[config.mk]
export PLATFORM = sky130hd
export DESIGN_NAME = tnoc_axi_master_read_bridge
export DESIGN_NICKNAME = d
export VERILOG_FILES = /design/src/rtl/tnoc_axi_pkg.sv /design/src/rtl/tnoc_fifo.sv /design/src/rtl/tnoc_axi_master_read_bridge.sv
export SDC_FILE = /design/constraint.sdc
export NUM_CORES = 1
export LEC_CHECK = 0
export ABC_AREA = 1
export CAP_MARGIN = 20
export CORE_MARGIN = 2
export CORE_UTILIZATION = 44
export DETAILED_ROUTE_END_ITERATION = 10
export PLACE_DENSITY = 0.81
export SLEW_MARGIN = 20
export SYNTH_ARGS = -nofsm -noshare
export SYNTH_HDL_FRONTEND = slang
export SYNTH_SLANG_ARGS = --single-unit
[constraint.sdc]
create_clock -name i_clk -period 2.75 [get_ports i_clk]
set_clock_uncertainty 0.05 [all_clocks]
set_input_delay 0.55 -clock i_clk [delete_from_list [all_inputs] [get_ports i_clk]]
set_output_delay 0.55 -clock i_clk [all_outputs]
set_load 0.02 [all_outputs]
[src/rtl/tnoc_axi_pkg.sv]
// Shared types for the tnoc AXI bridges: response codes and the read tracker entry.
package tnoc_axi_pkg;

  typedef enum logic [1:0] {
    TNOC_AXI_OKAY   = 2'd0,
    TNOC_AXI_EXOKAY = 2'd1,
    TNOC_AXI_SLVERR = 2'd2,
    TNOC_AXI_DECERR = 2'd3
  } tnoc_axi_response;

  localparam logic [1:0] TNOC_AXI_DECERR_RESP = 2'(TNOC_AXI_DECERR);

  // Tracker fields are sized for the widest location id / tag any bridge instance uses.
  localparam int TNOC_AXI_MAX_ID_WIDTH  = 8;
  localparam int TNOC_AXI_MAX_TAG_WIDTH = 16;

  typedef struct packed {
    logic [TNOC_AXI_MAX_ID_WIDTH-1:0]  source_x;
    logic [TNOC_AXI_MAX_ID_WIDTH-1:0]  source_y;
    logic [TNOC_AXI_MAX_TAG_WIDTH-1:0] tag;
    logic                              error;
    logic [7:0]                        length;
  } tnoc_axi_read_tracker_entry;

endpackage

[src/rtl/tnoc_fifo.sv]
// Generic FIFO with registered occupancy; pushes while full and pops while empty are ignored.
module tnoc_fifo #(
  parameter int WIDTH = 8,
  parameter int DEPTH = 4,
  localparam int PTR_WIDTH   = (DEPTH > 1) ? $clog2(DEPTH) : 1,
  localparam int COUNT_WIDTH = $clog2(DEPTH + 1)
) (
  input  logic                   i_clk,
  input  logic                   i_rst_n,
  input  logic                   i_push,
  input  logic [WIDTH-1:0]       i_data,
  input  logic                   i_pop,
  output logic [WIDTH-1:0]       o_data,
  output logic                   o_empty,
  output logic                   o_full,
  output logic [COUNT_WIDTH-1:0] o_count
);

  logic [WIDTH-1:0]       mem_q [DEPTH];
  logic [PTR_WIDTH-1:0]   wr_ptr_q;
  logic [PTR_WIDTH-1:0]   wr_ptr_d;
  logic [PTR_WIDTH-1:0]   rd_ptr_q;
  logic [PTR_WIDTH-1:0]   rd_ptr_d;
  logic [COUNT_WIDTH-1:0] count_q;
  logic [COUNT_WIDTH-1:0] count_d;
  logic                   do_push;
  logic                   do_pop;

  function automatic logic [PTR_WIDTH-1:0] next_ptr(input logic [PTR_WIDTH-1:0] ptr);
    return (ptr == PTR_WIDTH'(DEPTH - 1)) ? '0 : ptr + PTR_WIDTH'(1);
  endfunction

  assign do_push = i_push && (count_q != COUNT_WIDTH'(DEPTH));
  assign do_pop  = i_pop && (count_q != '0);

  always_comb begin
    wr_ptr_d = wr_ptr_q;
    rd_ptr_d = rd_ptr_q;
    count_d  = count_q;
    if (do_push) begin
      wr_ptr_d = next_ptr(wr_ptr_q);
    end
    if (do_pop) begin
      rd_ptr_d = next_ptr(rd_ptr_q);
    end
    case ({do_push, do_pop})
      2'b10:   count_d = count_q + COUNT_WIDTH'(1);
      2'b01:   count_d = count_q - COUNT_WIDTH'(1);
      default: count_d = count_q;
    endcase
  end

  always_ff @(posedge i_clk or negedge i_rst_n) begin
    if (!i_rst_n) begin
      wr_ptr_q <= '0;
      rd_ptr_q <= '0;
      count_q  <= '0;
    end else begin
      wr_ptr_q <= wr_ptr_d;
      rd_ptr_q <= rd_ptr_d;
      count_q  <= count_d;
    end
  end

  always_ff @(posedge i_clk) begin
    if (do_push) begin
      mem_q[wr_ptr_q] <= i_data;
    end
  end

  assign o_data  = mem_q[rd_ptr_q];
  assign o_empty = (count_q == '0);
  assign o_full  = (count_q == COUNT_WIDTH'(DEPTH));
  assign o_count = count_q;

endmodule

[src/rtl/tnoc_axi_master_read_bridge.sv]
// Target-side read bridge: NoC read request headers become AXI AR bursts, R beats become
// response packets; requests to an invalid destination are answered locally with DECERR.
module tnoc_axi_master_read_bridge
  import tnoc_axi_pkg::*;
#(
  parameter int ADDR_WIDTH  = 32,
  parameter int DATA_WIDTH  = 64,
  parameter int TAG_WIDTH   = 8,
  parameter int ID_X_WIDTH  = 3,
  parameter int ID_Y_WIDTH  = 3,
  parameter int VC_WIDTH    = 1,
  parameter int OUTSTANDING = 4
) (
  input  logic                  i_clk,
  input  logic                  i_rst_n,
  input  logic [ID_X_WIDTH-1:0] i_id_x,
  input  logic [ID_Y_WIDTH-1:0] i_id_y,
  input  logic [VC_WIDTH-1:0]   i_vc,
  input  logic                  i_req_valid,
  output logic                  o_req_ready,
  input  logic [ID_X_WIDTH-1:0] i_req_source_x,
  input  logic [ID_Y_WIDTH-1:0] i_req_source_y,
  input  logic [TAG_WIDTH-1:0]  i_req_tag,
  input  logic                  i_req_invalid_destination,
  input  logic [1:0]            i_req_burst_type,
  input  logic [7:0]            i_req_burst_length,
  input  logic [2:0]            i_req_burst_size,
  input  logic [ADDR_WIDTH-1:0] i_req_address,
  output logic                  o_arvalid,
  input  logic                  i_arready,
  output logic [ADDR_WIDTH-1:0] o_araddr,
  output logic [7:0]            o_arlen,
  output logic [2:0]            o_arsize,
  output logic [1:0]            o_arburst,
  output logic                  o_arid,
  input  logic                  i_rvalid,
  output logic                  o_rready,
  input  logic [DATA_WIDTH-1:0] i_rdata,
  input  logic [1:0]            i_rresp,
  input  logic                  i_rlast,
  output logic                  o_rsp_header_valid,
  input  logic                  i_rsp_header_ready,
  output logic [ID_X_WIDTH-1:0] o_rsp_destination_x,
  output logic [ID_Y_WIDTH-1:0] o_rsp_destination_y,
  output logic [ID_X_WIDTH-1:0] o_rsp_source_x,
  output logic [ID_Y_WIDTH-1:0] o_rsp_source_y,
  output logic [VC_WIDTH-1:0]   o_rsp_vc,
  output logic [TAG_WIDTH-1:0]  o_rsp_tag,
  output logic                  o_rsp_payload_valid,
  input  logic                  i_rsp_payload_ready,
  output logic [DATA_WIDTH-1:0] o_rsp_payload_data,
  output logic [1:0]            o_rsp_payload_status,
  output logic                  o_rsp_payload_last
);

  localparam logic [1:0] STATE_IDLE    = 2'd0;
  localparam logic [1:0] STATE_HEADER  = 2'd1;
  localparam logic [1:0] STATE_PAYLOAD = 2'd2;

  localparam int ENTRY_WIDTH         = $bits(tnoc_axi_read_tracker_entry);
  localparam int TRACKER_COUNT_WIDTH = $clog2(OUTSTANDING + 1);

  tnoc_axi_read_tracker_entry     push_entry;
  tnoc_axi_read_tracker_entry     head_entry;
  logic [ENTRY_WIDTH-1:0]         head_bits;
  logic                           tracker_pop;
  logic                           tracker_empty;
  logic                           tracker_full;
  logic [TRACKER_COUNT_WIDTH-1:0] tracker_count;
  logic                           req_accept;
  logic                           unused_head_bits;

  logic                  arvalid_q;
  logic                  arvalid_d;
  logic [ADDR_WIDTH-1:0] araddr_q;
  logic [ADDR_WIDTH-1:0] araddr_d;
  logic [7:0]            arlen_q;
  logic [7:0]            arlen_d;
  logic [2:0]            arsize_q;
  logic [2:0]            arsize_d;
  logic [1:0]            arburst_q;
  logic [1:0]            arburst_d;

  logic [1:0] state_q;
  logic [1:0] state_d;
  logic [7:0] beat_count_q;
  logic [7:0] beat_count_d;
  logic       payload_handshake;

  // A request is held off while an AR is still pending so the AR registers never get overwritten.
  assign o_req_ready = !arvalid_q && !tracker_full;
  assign req_accept  = i_req_valid && o_req_ready;

  always_comb begin
    push_entry          = '0;
    push_entry.source_x = TNOC_AXI_MAX_ID_WIDTH'(i_req_source_x);
    push_entry.source_y = TNOC_AXI_MAX_ID_WIDTH'(i_req_source_y);
    push_entry.tag      = TNOC_AXI_MAX_TAG_WIDTH'(i_req_tag);
    push_entry.error    = i_req_invalid_destination;
    push_entry.length   = i_req_burst_length;
  end

  tnoc_fifo #(
    .WIDTH (ENTRY_WIDTH),
    .DEPTH (OUTSTANDING)
  ) u_tracker (
    .i_clk   (i_clk),
    .i_rst_n (i_rst_n),
    .i_push  (req_accept),
    .i_data  (push_entry),
    .i_pop   (tracker_pop),
    .o_data  (head_bits),
    .o_empty (tracker_empty),
    .o_full  (tracker_full),
    .o_count (tracker_count)
  );

  assign head_entry       = tnoc_axi_read_tracker_entry'(head_bits);
  assign unused_head_bits = &{1'b0, head_bits};

  always_comb begin
    arvalid_d = arvalid_q;
    araddr_d  = araddr_q;
    arlen_d   = arlen_q;
    arsize_d  = arsize_q;
    arburst_d = arburst_q;
    if (arvalid_q && i_arready) begin
      arvalid_d = 1'b0;
    end
    if (req_accept && !i_req_invalid_destination) begin
      arvalid_d = 1'b1;
      araddr_d  = i_req_address;
      arlen_d   = i_req_burst_length;
      arsize_d  = i_req_burst_size;
      arburst_d = i_req_burst_type;
    end
  end

  always_ff @(posedge i_clk or negedge i_rst_n) begin
    if (!i_rst_n) begin
      arvalid_q <= 1'b0;
      araddr_q  <= '0;
      arlen_q   <= '0;
      arsize_q  <= '0;
      arburst_q <= '0;
    end else begin
      arvalid_q <= arvalid_d;
      araddr_q  <= araddr_d;
      arlen_q   <= arlen_d;
      arsize_q  <= arsize_d;
      arburst_q <= arburst_d;
    end
  end

  assign o_arvalid = arvalid_q;
  assign o_araddr  = araddr_q;
  assign o_arlen   = arlen_q;
  assign o_arsize  = arsize_q;
  assign o_arburst = arburst_q;
  assign o_arid    = 1'b0;

  assign payload_handshake = o_rsp_payload_valid && i_rsp_payload_ready;

  // The tracker head always describes the response currently being emitted.
  always_comb begin
    state_d      = state_q;
    beat_count_d = beat_count_q;
    tracker_pop  = 1'b0;
    case (state_q)
      STATE_IDLE: begin
        if (!tracker_empty) begin
          state_d = STATE_HEADER;
        end
      end
      STATE_HEADER: begin
        if (i_rsp_header_ready) begin
          state_d      = STATE_PAYLOAD;
          beat_count_d = head_entry.length;
        end
      end
      STATE_PAYLOAD: begin
        if (payload_handshake) begin
          if (o_rsp_payload_last) begin
            tracker_pop = 1'b1;
            state_d     = (tracker_count > TRACKER_COUNT_WIDTH'(1)) ? STATE_HEADER : STATE_IDLE;
          end else if (head_entry.error) begin
            beat_count_d = beat_count_q - 8'd1;
          end
        end
      end
      default: begin
        state_d = STATE_IDLE;
      end
    endcase
  end

  always_ff @(posedge i_clk or negedge i_rst_n) begin
    if (!i_rst_n) begin
      state_q      <= STATE_IDLE;
      beat_count_q <= '0;
    end else begin
      state_q      <= state_d;
      beat_count_q <= beat_count_d;
    end
  end

  assign o_rsp_header_valid  = (state_q == STATE_HEADER);
  assign o_rsp_destination_x = head_entry.source_x[ID_X_WIDTH-1:0];
  assign o_rsp_destination_y = head_entry.source_y[ID_Y_WIDTH-1:0];
  assign o_rsp_source_x      = i_id_x;
  assign o_rsp_source_y      = i_id_y;
  assign o_rsp_vc            = i_vc;
  assign o_rsp_tag           = head_entry.tag[TAG_WIDTH-1:0];

  // Error entries synthesize their own beats and never touch the R channel.
  always_comb begin
    o_rsp_payload_valid  = 1'b0;
    o_rready             = 1'b0;
    o_rsp_payload_data   = '0;
    o_rsp_payload_status = '0;
    o_rsp_payload_last   = 1'b0;
    if (state_q == STATE_PAYLOAD) begin
      if (head_entry.error) begin
        o_rsp_payload_valid  = 1'b1;
        o_rsp_payload_status = TNOC_AXI_DECERR_RESP;
        o_rsp_payload_last   = (beat_count_q == 8'd0);
      end else begin
        o_rsp_payload_valid  = i_rvalid;
        o_rready             = i_rsp_payload_ready;
        o_rsp_payload_data   = i_rdata;
        o_rsp_payload_status = i_rresp;
        o_rsp_payload_last   = i_rlast;
      end
    end
  end

endmodule

==> results <==
-- per-layer routing --
| metal | share of wire | wire length, um | vias up |
|---|---|---|---|
| li1 | - | - | 3021 |
| met1 | 0.37 | 7530 | 2938 |
| met2 | 0.52 | 10420 | 264 |
| met3 | 0.083 | 1667 | 31 |
| met4 | 0.024 | 478 | 0 |
| met5 | 0 | 0 | - |
-- worst reg2reg max path: stages, from the launching register on --
cell,delay (ps)
dfrtp_2,450
inv_2,120
nand2_1,130
nand3_4,110
buf_12,170
nand2_8,130
nand2_4,100
nand3_4,90
nor2_4,170
nand2_2,80
inv_1,60
ha_1,270
nor2_1,120
o21ai_0,110
xor2_1,140
inv_1,50
-- final timing paths --
kind	from	to	slack (ps)
worst max-delay path	u_tracker.rd_ptr_q[0]	o_rsp_payload_valid	140
worst min-delay path	i_rst_n	o_araddr[7]	110
worst max register to register	u_tracker.rd_ptr_q[0]	u_tracker.o_count[2]	320
worst min register to register	o_araddr[13]	o_araddr[13]	420
max in group asynchronous	i_rst_n	u_tracker.rd_ptr_q[0]	1900
min in group i_clk	o_araddr[13]	o_araddr[13]	420
-- state kept, by name, indices dropped and copies added (netlist names) --
signal / cells
o_arvalid: 1
o_araddr: 32
u_tracker.mem_q: 92
beat_count_q: 8
o_arlen: 8
u_tracker.rd_ptr_q: 2
u_tracker.o_count: 3
u_tracker.wr_ptr_q: 2
o_arburst: 2
o_arsize: 3
state_q: 2
-- cells in the final DEF (no fill, tap or decap), drive strengths merged --
master         synthesis  routed
edfxtp                92      92
nor3                   1       1
o22ai                 19      19
a31oi                  1       1
buf                   43      20
conb                   1       1
a21oi                  4       4
diode                  0       3
xnor2                  3       3
xor2                   2       2
clkbuf                 3      20
nand3                 31      31
clkinvlp               0       1
or2                    1       1
dlygate4sd2            0      73
nor2                 130     130
o21bai                 2       2
nand4                  1       1
clkdlybuf4s50          0     180
ha                    12      12
dfrtp                 63      63
inv                   35      38
bufinv                 0       3
o21ai                 47      47
clkinv                 1       7
nand2                281     285
dlymetal6s2s           0       9
-- power groups by stage --
stage	logic, mW	clock network, mW	registers, mW
final	5.00	2.33	3.50
after global routing	5.44	2.48	3.58
after CTS	5.04	2.38	3.50
after detailed placement	5.02	0	3.52
after global placement	4.93	0	3.51
after floorplan	2.54	0	3.90
-- cell families (layout without fill, tap and decap cells) --
| logic type | Yosys count | after routing | share of synthesized area |
|---|---|---|---|
| DFF | 155 | 155 | 0.6016 |
| adders and majority gates | 12 | 12 | 0.02081 |
| AOI/OAI and AO/OA | 73 | 73 | 0.05585 |
| buffers and inverters | 82 | 351 | 0.05880 |
| and+or+nand+nor | 445 | 449 | 0.2564 |
| other | 1 | 4 | 0.0005199 |
| xor gates and xnor gates | 5 | 5 | 0.006072 |
-- layout make-up --
class,count,share of cell area
inverters,36,0.01275
flip-flops and latches,155,0.4057
diodes,3,0.0007017
clock buffers,19,0.04046
repair buffers,283,0.2614
multi-input cells,540,0.2383
clock inverters,13,0.01544
well taps,216,0.02526
-- repair_timing --
action	CTS	global route
setup buffers	3	0
endpoints found under the setup margin	83	10
endpoints found under the hold margin	0	0
gates resized for setup	84	11
gates cloned	4	0
pin swaps	3	0
==> metrics.yaml <==
run_status:
  outcome: "complete, no violations"
grt:
  grt_max_degree: 46
  grt_pass1_wl_mm: 31.80
  use_met3: 0.06498
  overflow: 0
  antenna_found_initial: 3
  busiest_layer: "met2"
  grt_pass1_vias: 6187
  grt_use_met2: 0.4126
  use_met1: 0.2642
  track_usage: 0.2328
pwr:
  combPwrFrac: 0.461
  p_switching_mw: 4.279
  peakVddDrop_uv: 674.2
  p_seq_frac: 0.323
  p_total_mw: 10.83
  power_frac_clock: 0.215
  p_int_mw: 6.549
  switching_share: 0.3952
  leakage_nw: 4.871
  pwr_density_cell_nw_per_um2: 1012
detailed_routing:
  firstDrtPassIters: 6
  wl_per_cell_um: 15.89
  vias_per_cell: 4.944
  wl_mm: 20.10
  postRouteAntennaNets: 0
  vias: 6254
  drtIter0Drc: 290
  drc: 0
critical_path:
  cp.arrival_ps: 2010
  critical_path_buf_inv_count: 3
  worst-path-stages: 7
  crit_chain: "inv_2, nand2_1, nand3_4, buf_12, nand2_8, a21oi_1, dlygate4sd2_1"
  cp_slowest_stage_delay_ps: 450
  start_kind: "flip-flop"
  path_max_fanout: 17
  cp_slowest_cell: "dfrtp_2"
  path_class: "flip-flop to output port"
  end_kind: "output port"
  worstRegToRegCells: 15
  cp_top_family: "buffers and inverters"
  required_ps: 2150
clock_network:
  cts_sinks: 155
  htree_levels: 4
  clock_latency_ps: 410
  cts_tree: "built"
  ctsHoldBuffers: 0
  cts_buffers: 17
  path_clk_slew_ps: 60
  cts_buffer_depth: 2
  clockRootBuffer: "clkbuf_16"
logic_synthesis:
  synth_top_area_frac: 0.3830
  yosys_register_bits: 155
  yosysWarnings: 0
  synth_area_um2: 7213
  async_reset_ff_frac: 0.4065
  avgSynthCellArea_um2: 9.331
  synthCells: 773
  synthFlopType: "edfxtp_1"
  synth.most_common_cell: "nand2_1"
  yosysUniqueCellTypes: 33
  syn_nets: 926
  yosysSeqAreaShare: 0.6016
  ys_top_cells_by_count: "271 x nand2_1, 128 x nor2_1, 92 x edfxtp_1"
  synth_enable_flop_cells: 92
  post-synth-top-area-cell: "edfxtp_1"
  yosys-top-cells-area: "edfxtp_1 38%, dfrtp_1 22%, nand2_1 14%"
sta:
  fin_crit_sh: 0.9496
  setup_viol: 0
  post-route-min-period_ps: 2612
  setup_tns_ps: 0
  tightest_slew_ps: 637.7
  relSlewSlack: 0.5749
  hold_ws_ps: 105.5
  slew_violations: 0
  max_freq_mhz: 382.9
  final.setup.worst_slack_ps: 138.5
  hold_viol: 0
  rsz0062_at_grt: "no"
floorplan:
  fp.dieArea_um2: 17430
  initial_core_util: 0.4524
  die_h_um: 132.0
  core-area_um2: 15940
  die_w_um: 132.0
  row_count: 46
  pin_count: 280
final_layout:
  areaGrowthSynthToFinish_pct: 48.33
  fillCellCount: 1258
  multi_input_area_um2: 2550
  design_area_um2: 10700
  regArea_um2: 4340
  post-route-util: 0.6711
  layout-drive-gt1-share: 0.08509
  nNetsFinal: 1186
  instances_no_fill: 1265
worst_hold_path:
  hold_path.class: "input port to asynchronous set/reset pin"
flow_run:
  cap_viol_max_count: 0
place:
  placed_area_um2: 10020
  globalplace.congestion: 0.8685
  place_inst: 1223
  port_buffers: 264
  dp_slack_ps: 138.4
  hpwl_mm: 13.37
Power figures use the tool's default switching activity.
==> patch (same flow settings) <==
Make the reset (`i_rst_n`) synchronous in 3 clocked blocks.
--- a/src/rtl/tnoc_fifo.sv
+++ b/src/rtl/tnoc_fifo.sv
@@ -50,7 +50,7 @@
     endcase
   end
 
-  always_ff @(posedge i_clk or negedge i_rst_n) begin
+  always_ff @(posedge i_clk) begin
     if (!i_rst_n) begin
       wr_ptr_q <= '0;
       rd_ptr_q <= '0;
--- a/src/rtl/tnoc_axi_master_read_bridge.sv
+++ b/src/rtl/tnoc_axi_master_read_bridge.sv
@@ -136,7 +136,7 @@
     end
   end
 
-  always_ff @(posedge i_clk or negedge i_rst_n) begin
+  always_ff @(posedge i_clk) begin
     if (!i_rst_n) begin
       arvalid_q <= 1'b0;
       araddr_q  <= '0;
@@ -194,7 +194,7 @@
     endcase
   end
 
-  always_ff @(posedge i_clk or negedge i_rst_n) begin
+  always_ff @(posedge i_clk) begin
     if (!i_rst_n) begin
       state_q      <= STATE_IDLE;
       beat_count_q <= '0;
Check against the original RTL: differs if i_rst_n is asserted again (counterexample within 4 cycles, from zero or initial values and one cycle with i_rst_n low); with i_rst_n held inactive, the same outputs for 4 cycles.
==> patch against the unedited design <==
  * Sequential share of layout area down 1.5 points
  * Count of clock-buffer cells in the layout down 2
  * Die area fell by 2.4%
  * Worst setup slack got worse by 0.053 ns
  * Fmax down 2.0%
  * Via count fell by 0.94%
  * Synthesized area fell by 2.5%
  * Sequential cell count is 2 higher
  * Final area is 2.7% lower
  * Routed wire length is 11% lower
  * Register-to-register slack better by 0.09 ns
  * Largest cell class unchanged
Power is not compared: it rests on default switching activity, and its combinational part moved more than twofold at a synthesized area within 25%.
==> patch: results <==
[critical_path]
crit_end = o_rsp_tag[6]
crit_slowest_cell = clkdlybuf4s50_1
cpPeakStageDelay_ns = 0.67
r2r-start = beat_count_q[0]

[final_layout]
antenna_cells = 0
fillers = 1250
drive_gt1_share_pct = 7.35

[cts]
ctsResizeCount = 64
cts_setup_buffers = 0

[global_route]
grt_max_degree = 92
track_usage_pct = 20.4
grt_pass1_wl_mm = 26.4

[logic_synthesis]
synth_nets = 942
synthTopCellsByCount = 147 x nor2_1, 121 x nand2_1, 92 x edfxtp_1
synth.distinct_cells = 36
async_reset_ff_share_pct = 0
netlist_top_cells_area = edfxtp_1 39%, dfxtp_1 19%, nor2_1 7.8%, nand2_1 6.5%, o21ai_0 6.4%
synth_cells = 789

[timing]
worst_hold_slack_ns = 0.394
max_freq_mhz = 375

[routing]
drt_wl_total_mm = 18.0
drtPass1Iterations = 7
viasPerCell = 4.90

[place]
dp_cells = 1232
place_area_mm2 = 0.00983
dp_slack_ns = 0.174

[run_status]
status = complete, no violations
patch: layout make-up:
type,instances,share of cell area [%]
repair buffers,280,26.8
inverters,80,2.88
multi-input cells,499,23.3
flip-flops and latches,157,39.1
clock buffers,17,4.09
clock inverters,15,1.33
well taps,216,2.60
patch: worst reg2reg max path, stage by stage, from the launching register on:
cell,delay [ns]
dfxtp_1,0.32
inv_1,0.13
ha_1,0.17
nand2_1,0.05
nor2_1,0.17
inv_1,0.07
nand2_2,0.10
nand3_4,0.12
nor3b_2,0.27
ha_1,0.32
nor2_1,0.11
o21ai_0,0.11
o21ai_0,0.18
a21oi_1,0.06
patch: report_power, final:
part           switching [mW]  internal, mW  total [mW]
registers              0.0906          2.67        2.76
clock network           0.944          1.26        2.20
logic                   0.889         0.658        1.55
total                    1.92          4.59        6.51
patch: logic make-up (layout without fill, tap and decap cells):
logic type,after synthesis,after routing,share of synthesized area (%)
buffers and inverters,133,392,8.15
adder cells (fa/ha/maj),12,12,2.13
flip-flops,157,157,57.8
multiplexers,1,1,0.160
AO/OA/AOI/OAI,176,176,13.1
other,1,1,0.0533
AND/OR/NAND/NOR,306,306,18.3
XOR/XNOR,3,3,0.374
patch: per-layer routing:
layer	track usage (%)	up-vias	wire, um
met3	8.43	34	2060
li1	-	3083	-
met1	21.1	2797	6440
met5	0	-	0
met2	36.2	281	9050
met4	9.07	0	411
patch: worst min path at each step:
stage                           end  cells past startpoint
floorplan           beat_count_q[1]                      2
global placement       o_araddr[31]                      2
detailed placement       o_arlen[1]                      2
CTS                     o_araddr[1]                      2
global route           o_arburst[1]                      2
finish                 o_araddr[15]                      2
